<file path="config.mk">
export PLATFORM = sky130hd
export DESIGN_NAME = approx_mul_err_sweep
export DESIGN_NICKNAME = d
export VERILOG_FILES = /design/src/rtl/approx_mul_err_sweep.sv
export SDC_FILE = /design/constraint.sdc
export NUM_CORES = 1
export LEC_CHECK = 0
export BUFFER_PORTS_ARGS = -buffer_cell sky130_fd_sc_hd__buf_2
export CORE_MARGIN = 5
export CORE_UTILIZATION = 30
export DETAILED_ROUTE_END_ITERATION = 12
export PLACE_DENSITY = 0.6
export SYNTH_ARGS = -nofsm -noshare
export SYNTH_HDL_FRONTEND = slang
export SYNTH_SLANG_ARGS = --single-unit
</file>
<file path="constraint.sdc">
create_clock -name clk -period 5.9 [get_ports clk]
set_clock_uncertainty 0.15 [all_clocks]
set_input_delay 1.18 -clock clk [delete_from_list [all_inputs] [get_ports clk]]
set_output_delay 1.18 -clock clk [all_outputs]
set_load 0.1 [all_outputs]
</file>
<file path="src/rtl/approx_mul_err_sweep.sv">
// Exhaustive error sweep around a 4-in/4-out approximate 2x2 multiplier:
// drives all 16 input vectors, compares each product to a*b and accumulates error statistics.
module approx_mul_err_sweep #(
    parameter int unsigned ET         = 3,
    parameter int unsigned SETTLE_CYC = 1
) (
    input  logic       clk,
    input  logic       rst,
    input  logic       start,
    output logic [3:0] dut_in,
    input  logic [3:0] dut_out,
    output logic       busy,
    output logic       done,
    output logic       pass,
    output logic [3:0] max_err,
    output logic [3:0] worst_vec,
    output logic [4:0] err_cnt,
    output logic [7:0] err_sum,
    output logic [1:0] state_dbg_o
);

    typedef enum logic [1:0] {
        S_IDLE   = 2'd0,
        S_WAIT   = 2'd1,
        S_SAMPLE = 2'd2,
        S_DONE   = 2'd3
    } state_t;

    localparam logic [3:0] SETTLE_LAST = 4'(SETTLE_CYC - 1);
    localparam logic [3:0] ET_L        = 4'(ET);

    state_t     state_q, state_d;
    logic [3:0] vec_q, vec_d;
    logic [3:0] settle_q, settle_d;
    logic       busy_q, busy_d;
    logic       done_q, done_d;
    logic       pass_q, pass_d;
    logic [3:0] max_q, max_d;
    logic [3:0] worst_q, worst_d;
    logic [4:0] cnt_q, cnt_d;
    logic [7:0] sum_q, sum_d;

    logic [3:0] exact;
    logic [3:0] err;
    logic [3:0] new_max;

    // a = {in1,in0}, b = {in3,in2}; the largest product 3*3 fits in 4 bits.
    always_comb begin
        exact   = {2'b00, vec_q[1:0]} * {2'b00, vec_q[3:2]};
        err     = (dut_out >= exact) ? (dut_out - exact) : (exact - dut_out);
        new_max = (err > max_q) ? err : max_q;
    end

    always_comb begin
        state_d  = state_q;
        vec_d    = vec_q;
        settle_d = settle_q;
        busy_d   = busy_q;
        done_d   = done_q;
        pass_d   = pass_q;
        max_d    = max_q;
        worst_d  = worst_q;
        cnt_d    = cnt_q;
        sum_d    = sum_q;
        case (state_q)
            S_IDLE, S_DONE: begin
                if (start) begin
                    state_d  = S_WAIT;
                    vec_d    = 4'd0;
                    settle_d = 4'd0;
                    busy_d   = 1'b1;
                    done_d   = 1'b0;
                    pass_d   = 1'b0;
                    max_d    = 4'd0;
                    worst_d  = 4'd0;
                    cnt_d    = 5'd0;
                    sum_d    = 8'd0;
                end
            end
            S_WAIT: begin
                if (settle_q == SETTLE_LAST) begin
                    state_d  = S_SAMPLE;
                    settle_d = 4'd0;
                end else begin
                    settle_d = settle_q + 4'd1;
                end
            end
            S_SAMPLE: begin
                sum_d = sum_q + {4'b0000, err};
                cnt_d = cnt_q + {4'b0000, (err != 4'd0)};
                // Strict compare keeps the earliest vector on ties.
                if (err > max_q) begin
                    max_d   = err;
                    worst_d = vec_q;
                end
                if (vec_q == 4'd15) begin
                    state_d = S_DONE;
                    busy_d  = 1'b0;
                    done_d  = 1'b1;
                    pass_d  = (new_max <= ET_L);
                end else begin
                    vec_d   = vec_q + 4'd1;
                    state_d = S_WAIT;
                end
            end
            default: state_d = S_IDLE;
        endcase
    end

    always_ff @(posedge clk) begin
        if (rst) begin
            state_q  <= S_IDLE;
            vec_q    <= 4'd0;
            settle_q <= 4'd0;
            busy_q   <= 1'b0;
            done_q   <= 1'b0;
            pass_q   <= 1'b0;
            max_q    <= 4'd0;
            worst_q  <= 4'd0;
            cnt_q    <= 5'd0;
            sum_q    <= 8'd0;
        end else begin
            state_q  <= state_d;
            vec_q    <= vec_d;
            settle_q <= settle_d;
            busy_q   <= busy_d;
            done_q   <= done_d;
            pass_q   <= pass_d;
            max_q    <= max_d;
            worst_q  <= worst_d;
            cnt_q    <= cnt_d;
            sum_q    <= sum_d;
        end
    end

    assign dut_in      = vec_q;
    assign busy        = busy_q;
    assign done        = done_q;
    assign pass        = pass_q;
    assign max_err     = max_q;
    assign worst_vec   = worst_q;
    assign err_cnt     = cnt_q;
    assign err_sum     = sum_q;
    assign state_dbg_o = state_q;

endmodule

</file>
# Yosys cells after proc, flatten, opt, wreduce, memory -nomap -nowiden
# Index checks and enable logic that the tools add are counted.
[word_totals]
register_bits = 34
in_bits = 7
output_inout_bits = 30
word_cells = 67
[classes]
addsub = 6
n_mul = 1
order_cmp = 3
n_eq_ne = 9
n_mux = 26
n_reduce_logical = 12
[op_table]
columns = ["operator", "n"]
rows = [
  ["$pmux W4 S2", 4],
  ["$mux W4", 6],
  ["$pmux W8 S2", 1],
  ["$ne A2 B2 Y1 const B", 5],
  ["$pmux W5 S2", 1],
  ["$reduce_and A3 Y1", 3],
  ["$add A4 B1 Y4 const B", 2],
  ["$add A8 B4 Y8", 1],
  ["$mux W8", 1],
  ["$sub A4 B4 Y4", 2],
  ["$mux W2", 3],
  ["$pmux W1 S2", 3],
  ["$pmux W2 S3", 1],
  ["$reduce_and A2 Y1", 3],
  ["$add A5 B1 Y5", 1],
  ["$mux W1", 5],
  ["$mux W5", 1],
  ["$eq A2 B2 Y1 const B", 2],
  ["$eq A4 B4 Y1 const B", 1],
  ["$ge A4 B4 Y1", 1],
  ["$gt A4 B4 Y1", 1],
  ["$le A4 B2 Y1 const B", 1],
  ["$logic_not A4 Y1", 1],
  ["$mul A2 B2 Y4", 1],
  ["other kinds (5)", 6],
]

# Depth between registers and ports, before layout
# Gate-level depths: netlist (run 1).
[depth]
depth_word = 8
ltp_mapped = 16
ltp_nobuf = 16

# Worst setup path after synthesis (run 1)
# OpenSTA, ideal clock, no wires.
[synth_timing]
kind = "flip-flop to flip-flop"
from = "reg vec_q[0], in the netlist dut_in[0]"
to = "reg pass_q, in the netlist pass"
setup_ps = 92
t_arrival_ps = 3955
required_time_ps = 5658
setup_slack_ps = 1703
path_stages_with_launch = 13
n_path_buf = 0
synth_period_minus_slack_ps = 4197
path_cell_list = "dfxtp_1 > and2_1 > ha_1 > fa_1 > a21bo_2 > a21oi_1 > a21o_1 > o22ai_1 > ha_1 > and4_1 > a2111oi_4 > nand2_1 > o32ai_1"
[synth_between]
elab_chain_cells = 8
elab_cells_between_ends = 13
classes_between = "2 x add/sub; 1 x mul; 3 x order compare; 2 x eq/ne; 4 x mux; 1 x reduce/logical"
[synth_rtl]
columns = ["element", "line_no", "source"]
rows = [
  ["start: declaration", "33", "logic [3:0] vec_q, vec_d;"],
  ["start signal: assignment", "124", "vec_q <= vec_d;"],
  ["$mul A2 B2 Y4", "49", "exact = {2'b00, vec_q[1:0]} * {2'b00, vec_q[3:2]};"],
  ["$sub A4 B4 Y4 or $ge A4 B4 Y1 (tied branches)", "50", "err = (dut_out >= exact) ? (dut_out - exact) : (exact - dut_out);"],
  ["$mux W4", "50", ""],
  ["$gt A4 B4 Y1", "51", "new_max = (err > max_q) ? err : max_q;"],
  ["$mux W4", "n/a", ""],
  ["$le A4 B2 Y1", "100", "pass_d = (new_max <= ET_L);"],
  ["$mux W1", "96", "if (vec_q == 4'd15) begin"],
  ["$pmux W1 S2", "65", "case (state_q)"],
  ["end signal: assignment", "128", "pass_q <= pass_d;"],
  ["end: declaration", "37", "logic pass_q, pass_d;"],
]
# Parallel ways exist; a longest one is shown, timed or not. The select of a mux whose other input is x is not followed.
# A chain may end at the register's enable or synchronous reset.

# Worst setup path in the final report (run 1)
[layout_timing]
from = "in dut_out[0]"
to = "reg max_q[2], in the netlist max_err[2]"
[layout_between]
elab_chain_cells = 5
elab_cells_between_ends = 7
classes_between = "2 x add/sub; 2 x order compare; 3 x mux"
[layout_rtl]
columns = ["element", "line_no", "source"]
rows = [
  ["start: declaration", "11", "input logic [3:0] dut_out,"],
  ["$sub A4 B4 Y4 or $ge A4 B4 Y1 (tied branches)", "50", ""],
  ["$mux W4 (*)", "50", ""],
  ["$gt A4 B4 Y1", "92", "if (err > max_q) begin"],
  ["$mux W4 (*)", "92", ""],
  ["$pmux W4 S2 (*)", "65", ""],
  ["end signal: assignment", "129", "max_q <= max_d;"],
  ["end: declaration", "38", "logic [3:0] max_q, max_d;"],
]
# Every way passes the cells marked *; elsewhere a longest branch is shown, timed or not.

==> results of run 1 <==
==> metal layers <==
layer  wire [µm]  up-vias
met5           0        -
met4          71        0
met3         193        9
met2        2300       35
met1        2450      827
li1            -      914
==> how the worst min path moves through the flow <==
stage / slack (ns) / to / depth (start not counted)
final: 0.33 / done / 2
after global routing: 0.35 / done / 2
after CTS: 0.33 / done / 2
after detailed placement: 0.31 / done / 2
after global placement: 0.30 / done / 2
after floorplan: 0.33 / settle_q[2] / 2
==> state kept, by name (all words and copies together), names as in the netlist <==
signal / count
busy: 1
worst_vec: 4
done: 1
max_err: 4
err_cnt: 5
err_sum: 8
pass: 1
dut_in: 4
state_dbg_o: 2
settle_q: 4
==> cell type report <==
| cell class | count | area (µm²) | area share (%) |
|---|---|---|---|
| clock buffers | 6 | 82.6 | 3.33 |
| clock inverters | 1 | 30.0 | 1.21 |
| inverters | 20 | 75.1 | 3.03 |
| multi-input cells | 175 | 1310 | 52.9 |
| flip-flops and latches | 34 | 681 | 27.5 |
| well taps | 96 | 120 | 4.85 |
| repair buffers | 36 | 180 | 7.27 |
==> kinds of logic after synthesis <==
group,Yosys count,synth area share [%]
and+or+nand+nor,68,15.7
DFF,34,32.3
buffers and inverters,28,5.47
AOI/OAI and AO/OA,67,22.8
xor gates and xnor gates,7,2.91
adders and majority gates,28,17.7
muxes,5,3.09
==> power groups by stage <==
stage               Clock, mW  Sequential [mW]  Combinational, mW
floorplan                   0            0.273             0.0753
global placement            0            0.243              0.125
detailed placement          0            0.243              0.127
CTS                     0.224            0.238              0.128
global route            0.234            0.238              0.140
finish                  0.215            0.238              0.127
==> synthesized netlist by cell type (3+ instances only) <==
cell | number | area share (%)
sky130_fd_sc_hd__a21o_1 | 4 | 1.4
sky130_fd_sc_hd__nor2_1 | 26 | 4.6
sky130_fd_sc_hd__o21ai_0 | 9 | 2.1
sky130_fd_sc_hd__a22oi_1 | 7 | 2.5
sky130_fd_sc_hd__dfxtp_1 | 34 | 32
sky130_fd_sc_hd__clkbuf_1 | 5 | 0.89
sky130_fd_sc_hd__inv_1 | 20 | 3.6
sky130_fd_sc_hd__and2_1 | 5 | 1.5
sky130_fd_sc_hd__nor2b_1 | 5 | 1.5
sky130_fd_sc_hd__a21oi_1 | 15 | 3.6
sky130_fd_sc_hd__a211oi_1 | 3 | 1.1
sky130_fd_sc_hd__o22ai_1 | 3 | 0.89
sky130_fd_sc_hd__xnor2_1 | 3 | 1.2
sky130_fd_sc_hd__fa_1 | 3 | 2.9
sky130_fd_sc_hd__nand2_1 | 14 | 2.5
sky130_fd_sc_hd__a22o_1 | 9 | 3.7
sky130_fd_sc_hd__xor2_1 | 4 | 1.7
sky130_fd_sc_hd__nand2b_1 | 3 | 0.89
sky130_fd_sc_hd__ha_1 | 25 | 15
==> stage by stage <==
stage	area, µm²	std cells
final	2480	368
after detailed placement	2370	361
after global placement	2370	361
after CTS	2480	368
after floorplan	2110	237
after global routing	2480	368
==> placed cells by master (no fill, tap or decap), drive strengths merged, types with 3 or more instances in the layout <==
master	count
nand2	14
and2	5
a211oi	3
inv	20
mux2i	3
clkbuf	6
nor2b	5
ha	25
a21o	4
a22o	9
nand2b	3
buf	36
xor2	4
a22oi	7
fa	3
dfxtp	34
xnor2	3
nor2	27
a21oi	15
o22ai	3
o21ai	10
==> critical path, cell delays in order <==
cell and delay (ns):
sky130_fd_sc_hd__buf_2 0.09, sky130_fd_sc_hd__inv_1 0.04, sky130_fd_sc_hd__ha_1 0.21, sky130_fd_sc_hd__fa_1 0.40
sky130_fd_sc_hd__a21bo_2 0.22, sky130_fd_sc_hd__a21oi_1 0.08, sky130_fd_sc_hd__a21o_1 0.17, sky130_fd_sc_hd__o22ai_1 0.41
sky130_fd_sc_hd__ha_1 0.35, sky130_fd_sc_hd__a21oi_1 0.31, sky130_fd_sc_hd__a21oi_1 0.14, sky130_fd_sc_hd__o22ai_1 0.57
sky130_fd_sc_hd__a22o_1 0.25
==> impl_summary.txt, run 1 <==
----------------------------------------------------
[Setup path]
  Crit path launch ... dut_out[0]
  Crit path required time ... 5.97 ns
  Crit. End Element ... register
  Category of the worst setup path launch point ... primary input
  Worst-path fanout max ... 8
  Setup crit end ... max_err[2]
  Arrival time of data at the critical path endpoint ... 4.42 ns
  R2R Setup Slk ... 1.76 ns
  Endpoint of the worst register-to-register path ... max_err[2]
  Launch point of the worst reg-to-reg path ... dut_in[0]
  Setup Crit Path Kind ... in -> reg
  Worst reg-to-reg path cell count ... 13

[Die]
  I/O pin cnt ... 37
  Die Footprint ... 0.00879 mm²
  Std-Cell Core Area ... 0.00683 mm²
  Die span in y ... 93.8 µm
  Initial cell density of the core ... 30.8%
  Number of core rows ... 30
  Width of the chip ... 93.8 µm

[Clocking]
  Setup Buffers After CTS ... 0
  Count of cells resized by post-cts repair ... 0
  CTS Hold Buffers Added ... 0
  Clock tree from TritonCTS ... built
  Max Buffers Root-to-Sink ... 2
  Later-pin clock latency in the skew report ... 0.28 ns
  Clock slew at reported path FFs ... 0.07 ns
  Sink Count ... 34
  Num CTS Buffers ... 5
  Max H-tree Level ... 2
  Root cell of the clock tree ... sky130_fd_sc_hd__clkbuf_8

[Global route]
  Grt total ovfl ... 0
  Number of antenna violations at the first check in global routing ... 0
  Largest net degree at the start of global routing ... 23
  Wire length of the first global-routing pass ... 8.61 mm
  Total routing resource utilization after global routing ... 12.2%
  Number of global-route vias before repair ... 1742
  GR met1 Demand/Resource ... 16.3%
  Met2 track utilization from global routing ... 19.4%
  Grt met3 use ... 2.80%
  Layer with the highest usage ... met2

[STA]
  Setup repair after global routing missed its margin ... false
  Time the final worst path needs with I/O delays and setup ... 4.35 ns
  Normalized max-slew margin ... 53.7%
  Setup ws final ... 1.55 ns
  Number of endpoints failing setup at the final stage ... 0
  Pins over their slew limit ... 0
  Portion of the clock cycle consumed by the worst path in the final layout ... 73.8%
  Accumulated negative setup slack ... 0 ns
  Final hold slack ... 0.333 ns
  Measured slew at the worst slew-check pin ... 0.695 ns
  Achievable clock frequency ... 230 MHz
  Final hold violation count ... 0

[Final layout]
  Nets ... 307
  Total inserted antenna cells ... 0
  Area growth syn-to-layout ... 17.7%
  Filler cell count ... 735
  Fraction of layout instances using a drive strength above 1 ... 18.0%
  Final core utilization ... 36.3%

[Synth]
  Share of synthesized area occupied by flip-flops and latches ... 32.3%
  Unique masters post-synth ... 47
  Dominant register cell in the synthesized netlist ... sky130_fd_sc_hd__dfxtp_1
  Post-Synthesis Cell Area ... 0.00211 mm²
  Number of nets produced by synthesis ... 272
  Synth async-reset ratio ... 0%
  Warning count from the yosys run ... 0
  Mapped Avg Cell Area ... 8.89 µm²
  Count of state elements after synthesis ... 34
  Number of instances in the synthesized netlist ... 237
  EDFF count, synth ... 0

[Power]
  Design Power ... 0.580 mW
  PwrDens ... 234 mW/mm²
  Internal Power ... 0.405 mW
  Leak pwr ... 1.10 nW
  Reported net switching power ... 0.175 mW
  Worst IR Drop VDD ... 0.155 mV
  Net switching share of the total power ... 30.2%
  Logic gate share of total power ... 21.8%
  Share of total power in the clock network ... 37.1%
  Fraction of power consumed by sequential logic ... 41.0%

[Detailed routing]
  Number of vias after detailed routing ... 1785
  Number of DRC violations after detailed routing ... 0
  Number of nets still failing antenna checks after routing ... 0
  Wire length per cell ... 13.6 µm
  Detailed-route vias per instance ... 4.85
  1st-pass router iterations ... 4
  Overall routed net length ... 5.01 mm
  Detailed router's first-iteration violation count ... 87

[Place]
  Post-DP HPWL ... 3.87 mm
  Final estimated routing congestion in global placement ... 0.846
  Number of input and output port buffers inserted ... 36
  Pre-CTS WS ... 1.25 ns

[Flow run]
  # Max-Cap Violations ... 0

[Hold path]
  Worst hold path startpoint ... done
  Path type of the worst min-delay path ... reg -> reg

[Outcome]
  Status ... finished clean

----------------------------------------------------
No activity file was read; power rests on OpenSTA's default activity.
==> run 2, diff against run 1 <==
--- a/config.mk
+++ b/config.mk
@@ -5,6 +5,7 @@
 export SDC_FILE = /design/constraint.sdc
 export NUM_CORES = 1
 export LEC_CHECK = 0
+export ABC_AREA = 1
 export BUFFER_PORTS_ARGS = -buffer_cell sky130_fd_sc_hd__buf_2
 export CORE_MARGIN = 5
 export CORE_UTILIZATION = 30
==> constraint.sdc (replaced) <==
create_clock -name clk -period 4.25 [get_ports clk]
set_clock_uncertainty 0.15 [all_clocks]
set_input_delay 0.85 -clock clk [delete_from_list [all_inputs] [get_ports clk]]
set_output_delay 0.85 -clock clk [all_outputs]
set_load 0.1 [all_outputs]
==> run 2 against run 1 <==
Against the previous run: global-route usage is 0.53 points lower; largest power group unchanged; total power is 44% higher; worst setup slack worse by 0.84 ns; die area is 5.5% higher; highest routed layer unchanged; hold slack worse by 0.020 ns; register-to-register slack worse by 1.1 ns; final cell count is 21% higher; wire length is 1.0% lower.
==> impl_summary.txt, run 2 <==
----------------------------------------------------
[Outcome]
  Status ... finished clean

[Place]
  Post-detailed-placement cell area ... 0.00251 mm² (+6.1%)
  Final estimated routing congestion in global placement ... 0.823 (-2.7%)
  Pre-CTS WS ... 0.610 ns (-0.638 ns)
  Placed insts ... 438 (+21%)
  Post-DP HPWL ... 3.94 mm (+2.1%)
  Number of input and output port buffers inserted ... 36 (unchanged)

[STA]
  Normalized max-slew margin ... 61.9% (+8.3 points)
  Measured slew at the worst slew-check pin ... 0.571 ns (-0.124 ns)
  Time the final worst path needs with I/O delays and setup ... 3.54 ns
  Final hold slack ... 0.313 ns (-0.0196 ns)
  Accumulated negative setup slack ... 0 ns (unchanged)
  Achievable clock frequency ... 282 MHz
  Setup ws final ... 0.707 ns (-0.841 ns)
  Setup repair after global routing missed its margin ... false
  Number of endpoints failing setup at the final stage ... 0 (unchanged)
  Final hold violation count ... 0 (unchanged)
  Portion of the clock cycle consumed by the worst path in the final layout ... 83.4%
  Pins over their slew limit ... 0 (unchanged)

[Synth]
  Most frequently used cell type in the post-synthesis netlist ... sky130_fd_sc_hd__nand2_1
  Number of nets produced by synthesis ... 343 (+26%)
  Mapped Avg Cell Area ... 7.26 µm² (-18%)
  Synth async-reset ratio ... 0% (unchanged)
  Share of synthesized area occupied by flip-flops and latches ... 30.5% (-1.9 points)
  EDFF count, synth ... 0 (unchanged)
  Unique masters post-synth ... 34 (-28%)
  Yosys top cell by area ... sky130_fd_sc_hd__dfxtp_1
  Post-synth top area share ... 30.5% (-1.9 points)
  Dominant register cell in the synthesized netlist ... sky130_fd_sc_hd__dfxtp_1
  Post-Synthesis Cell Area ... 0.00223 mm² (+6.1%)
  Count of state elements after synthesis ... 34 (unchanged)
  Commonest cells in the netlist ... sky130_fd_sc_hd__nand2_1, sky130_fd_sc_hd__inv_1, sky130_fd_sc_hd__a21oi_1, sky130_fd_sc_hd__dfxtp_1, sky130_fd_sc_hd__ha_1
  Number of instances in the synthesized netlist ... 308 (+30%)
  Warning count from the yosys run ... 0 (unchanged)
  Main area contributors after synthesis ... sky130_fd_sc_hd__dfxtp_1, sky130_fd_sc_hd__ha_1, sky130_fd_sc_hd__nand2_1

[Final layout]
  Nets ... 381 (+24%)
  Fin cells ... 446 (+21%)
  Flip-flop count of the largest register after layout ... 8 (unchanged)
  Commonest non-fill, non-tap cell in the layout ... sky130_fd_sc_hd__nand2_1
  Total inserted antenna cells ... 0 (unchanged)
  Leading cell types in the layout, fill and taps excluded ... sky130_fd_sc_hd__nand2_1, sky130_fd_sc_hd__inv_1, sky130_fd_sc_hd__buf_2
  Area growth syn-to-layout ... 16.5%
  Final Cell Area ... 0.00260 mm² (+5.0%)
  Fraction of layout instances using a drive strength above 1 ... 19.9% (+1.9 points)
  Filler cell count ... 793 (+7.9%)
  Final core utilization ... 35.9% (-0.40 points)

[Global route]
  Number of antenna violations at the first check in global routing ... 0 (unchanged)
  Number of global-route vias before repair ... 1833 (+5.2%)
  Largest net degree at the start of global routing ... 26 (+13%)
  Total routing resource utilization after global routing ... 11.6% (-0.53 points)
  Grt total ovfl ... 0 (unchanged)
  Wire length of the first global-routing pass ... 8.46 mm (-1.8%)

[Clocking]
  Sink Count ... 34 (unchanged)
  Clock slew at reported path FFs ... 0.07 ns (about the same)
  Later-pin clock latency in the skew report ... 0.28 ns (about the same)
  Clock tree from TritonCTS ... built
  Count of cells resized by post-cts repair ... 0 (unchanged)
  Num CTS Buffers ... 5 (unchanged)
  Setup Buffers After CTS ... 0 (unchanged)
  Max Buffers Root-to-Sink ... 2 (unchanged)
  Root cell of the clock tree ... sky130_fd_sc_hd__clkbuf_8
  Max H-tree Level ... 2 (unchanged)
  CTS Hold Buffers Added ... 0 (unchanged)

[Detailed routing]
  Overall routed net length ... 4.96 mm (-1.0%)
  1st-pass router iterations ... 4 (unchanged)
  Detailed router's first-iteration violation count ... 84 (-3.4%)
  Wire length per cell ... 11.1 µm (-18%)
  Number of nets still failing antenna checks after routing ... 0 (unchanged)
  Number of DRC violations after detailed routing ... 0 (unchanged)
  Detailed-route vias per instance ... 4.41 (-9.1%)
  Number of vias after detailed routing ... 1967 (+10%)

[Setup path]
  Crit path launch ... dut_in[0]
  Setup Crit Path Kind ... reg -> reg
  Worst reg-to-reg path cell count ... 18 (+5)
  Slowest cell on the critical path ... sky130_fd_sc_hd__dfxtp_1
  Arrival time of data at the critical path endpoint ... 3.62 ns (-0.80 ns)
  Endpoint of the worst register-to-register path ... err_sum[6]
  Crit. End Element ... register
  R2R Setup Slk ... 0.71 ns (-1.05 ns)
  Launch point of the worst reg-to-reg path ... dut_in[0]
  Worst-path fanout max ... 8 (unchanged)
  Max stage delay on crit path ... 0.48 ns (-0.09 ns)
  Crit-path cells ... nand2_1 > inv_1 > ha_1 > ha_1 > ha_1 > nand2_1 > inv_2 > a21oi_1 > or2_1 > o21ai_1 > inv_1 > fa_1 > o21ai_0 > and3_1 > nand2_1 > nand2_1 > nand2_1 > nor2_1
  Setup crit end ... err_sum[6]
  Most frequent cell on the critical path ... sky130_fd_sc_hd__nand2_1
  Critical path depth in cells ... 18 (+5)
  Category of the worst setup path launch point ... register
  Top Family by Delay on Critical Path ... adder cells
  Crit path required time ... 4.33 ns (-1.64 ns)
  Bufs and invs on worst path ... 3 (+1)

[Power]
  Leak pwr ... 1.25 nW (+13%)
  Worst IR Drop VDD ... 0.111 mV (-29%)
  PwrDens ... 322 mW/mm² (+38%)
  Design Power ... 0.837 mW (+44%)

[Die]
  Width of the chip ... 96.3 µm (+2.7%)
  Die Footprint ... 0.00927 mm² (+5.5%)
  Die span in y ... 96.3 µm (+2.7%)
  I/O pin cnt ... 37 (unchanged)
  Initial cell density of the core ... 30.8% (about the same)
  Std-Cell Core Area ... 0.00725 mm² (+6.2%)
  Number of core rows ... 31 (+3.3%)

[Hold path]
  Worst hold path startpoint ... err_sum[7]
  Path type of the worst min-delay path ... reg -> reg

[Flow run]
  # Max-Cap Violations ... 0 (unchanged)

----------------------------------------------------
[run 2: cell types whose count changed after synthesis, sizes merged, moves of 4 or more]
cell   delta
nand2    +68
a22oi     -6
nor2b     -5
a21oi    +27
and2      -5
nor2      -9
nand3    +17
a21o      -4
inv      +34
a22o      -9
[run 2: layout make-up]
cell class / instances / area (µm²) / area share, %
Clock buffer: 7 / 86.3 / 3.32
Clock inverter: 1 / 5.00 / 0.192
Timing Repair Buffer: 36 / 180 / 6.92
Inverter: 54 / 210 / 8.08
Tap cell: 99 / 124 / 4.76
Multi-Input combinational cell: 215 / 1320 / 50.6
Sequential cell: 34 / 681 / 26.2
[run 2: worst min path at each step]
stage / end / cells past startpoint
4_1_cts: worst_vec[0] / 2
6_report: err_sum[7] / 2
2_1_floorplan: settle_q[2] / 2
3_3_place_gp: err_sum[7] / 2
5_1_grt: worst_vec[0] / 2
3_5_place_dp: worst_vec[0] / 2
[run 2: power breakdown]
| part | internal (mW) | total (mW) | switching, mW |
|---|---|---|---|
| combinational | 0.0618 | 0.252 | 0.190 |
| sequential | 0.327 | 0.337 | 0.00950 |
| clock | 0.131 | 0.248 | 0.118 |
| total | 0.520 | 0.837 | 0.317 |
[run 2: logic make-up after synthesis]
group / after synthesis / synth area share (%)
AND/OR/NAND/NOR: 125 / 24.7
AO/OA/AOI/OAI: 59 / 16.3
buffers and inverters: 59 / 10.6
flip-flops: 34 / 30.5
adder cells (fa/ha/maj): 28 / 16.7
XOR/XNOR: 3 / 1.18
[run 2: per-layer routing]
metal,part of all wire [%],track usage [%],vias to the layer above
met5,0,0,-
met4,1.1,4.21,0
met3,3.9,2.66,6
met2,46,18.8,28
met1,49,15.1,879
li1,-,-,1054
[run 2: worst min-delay path, stage by stage, from the launching register on]
cell and delay [ns]:
sky130_fd_sc_hd__dfxtp_1 0.33, sky130_fd_sc_hd__inv_1 0.05, sky130_fd_sc_hd__a21oi_1 0.05
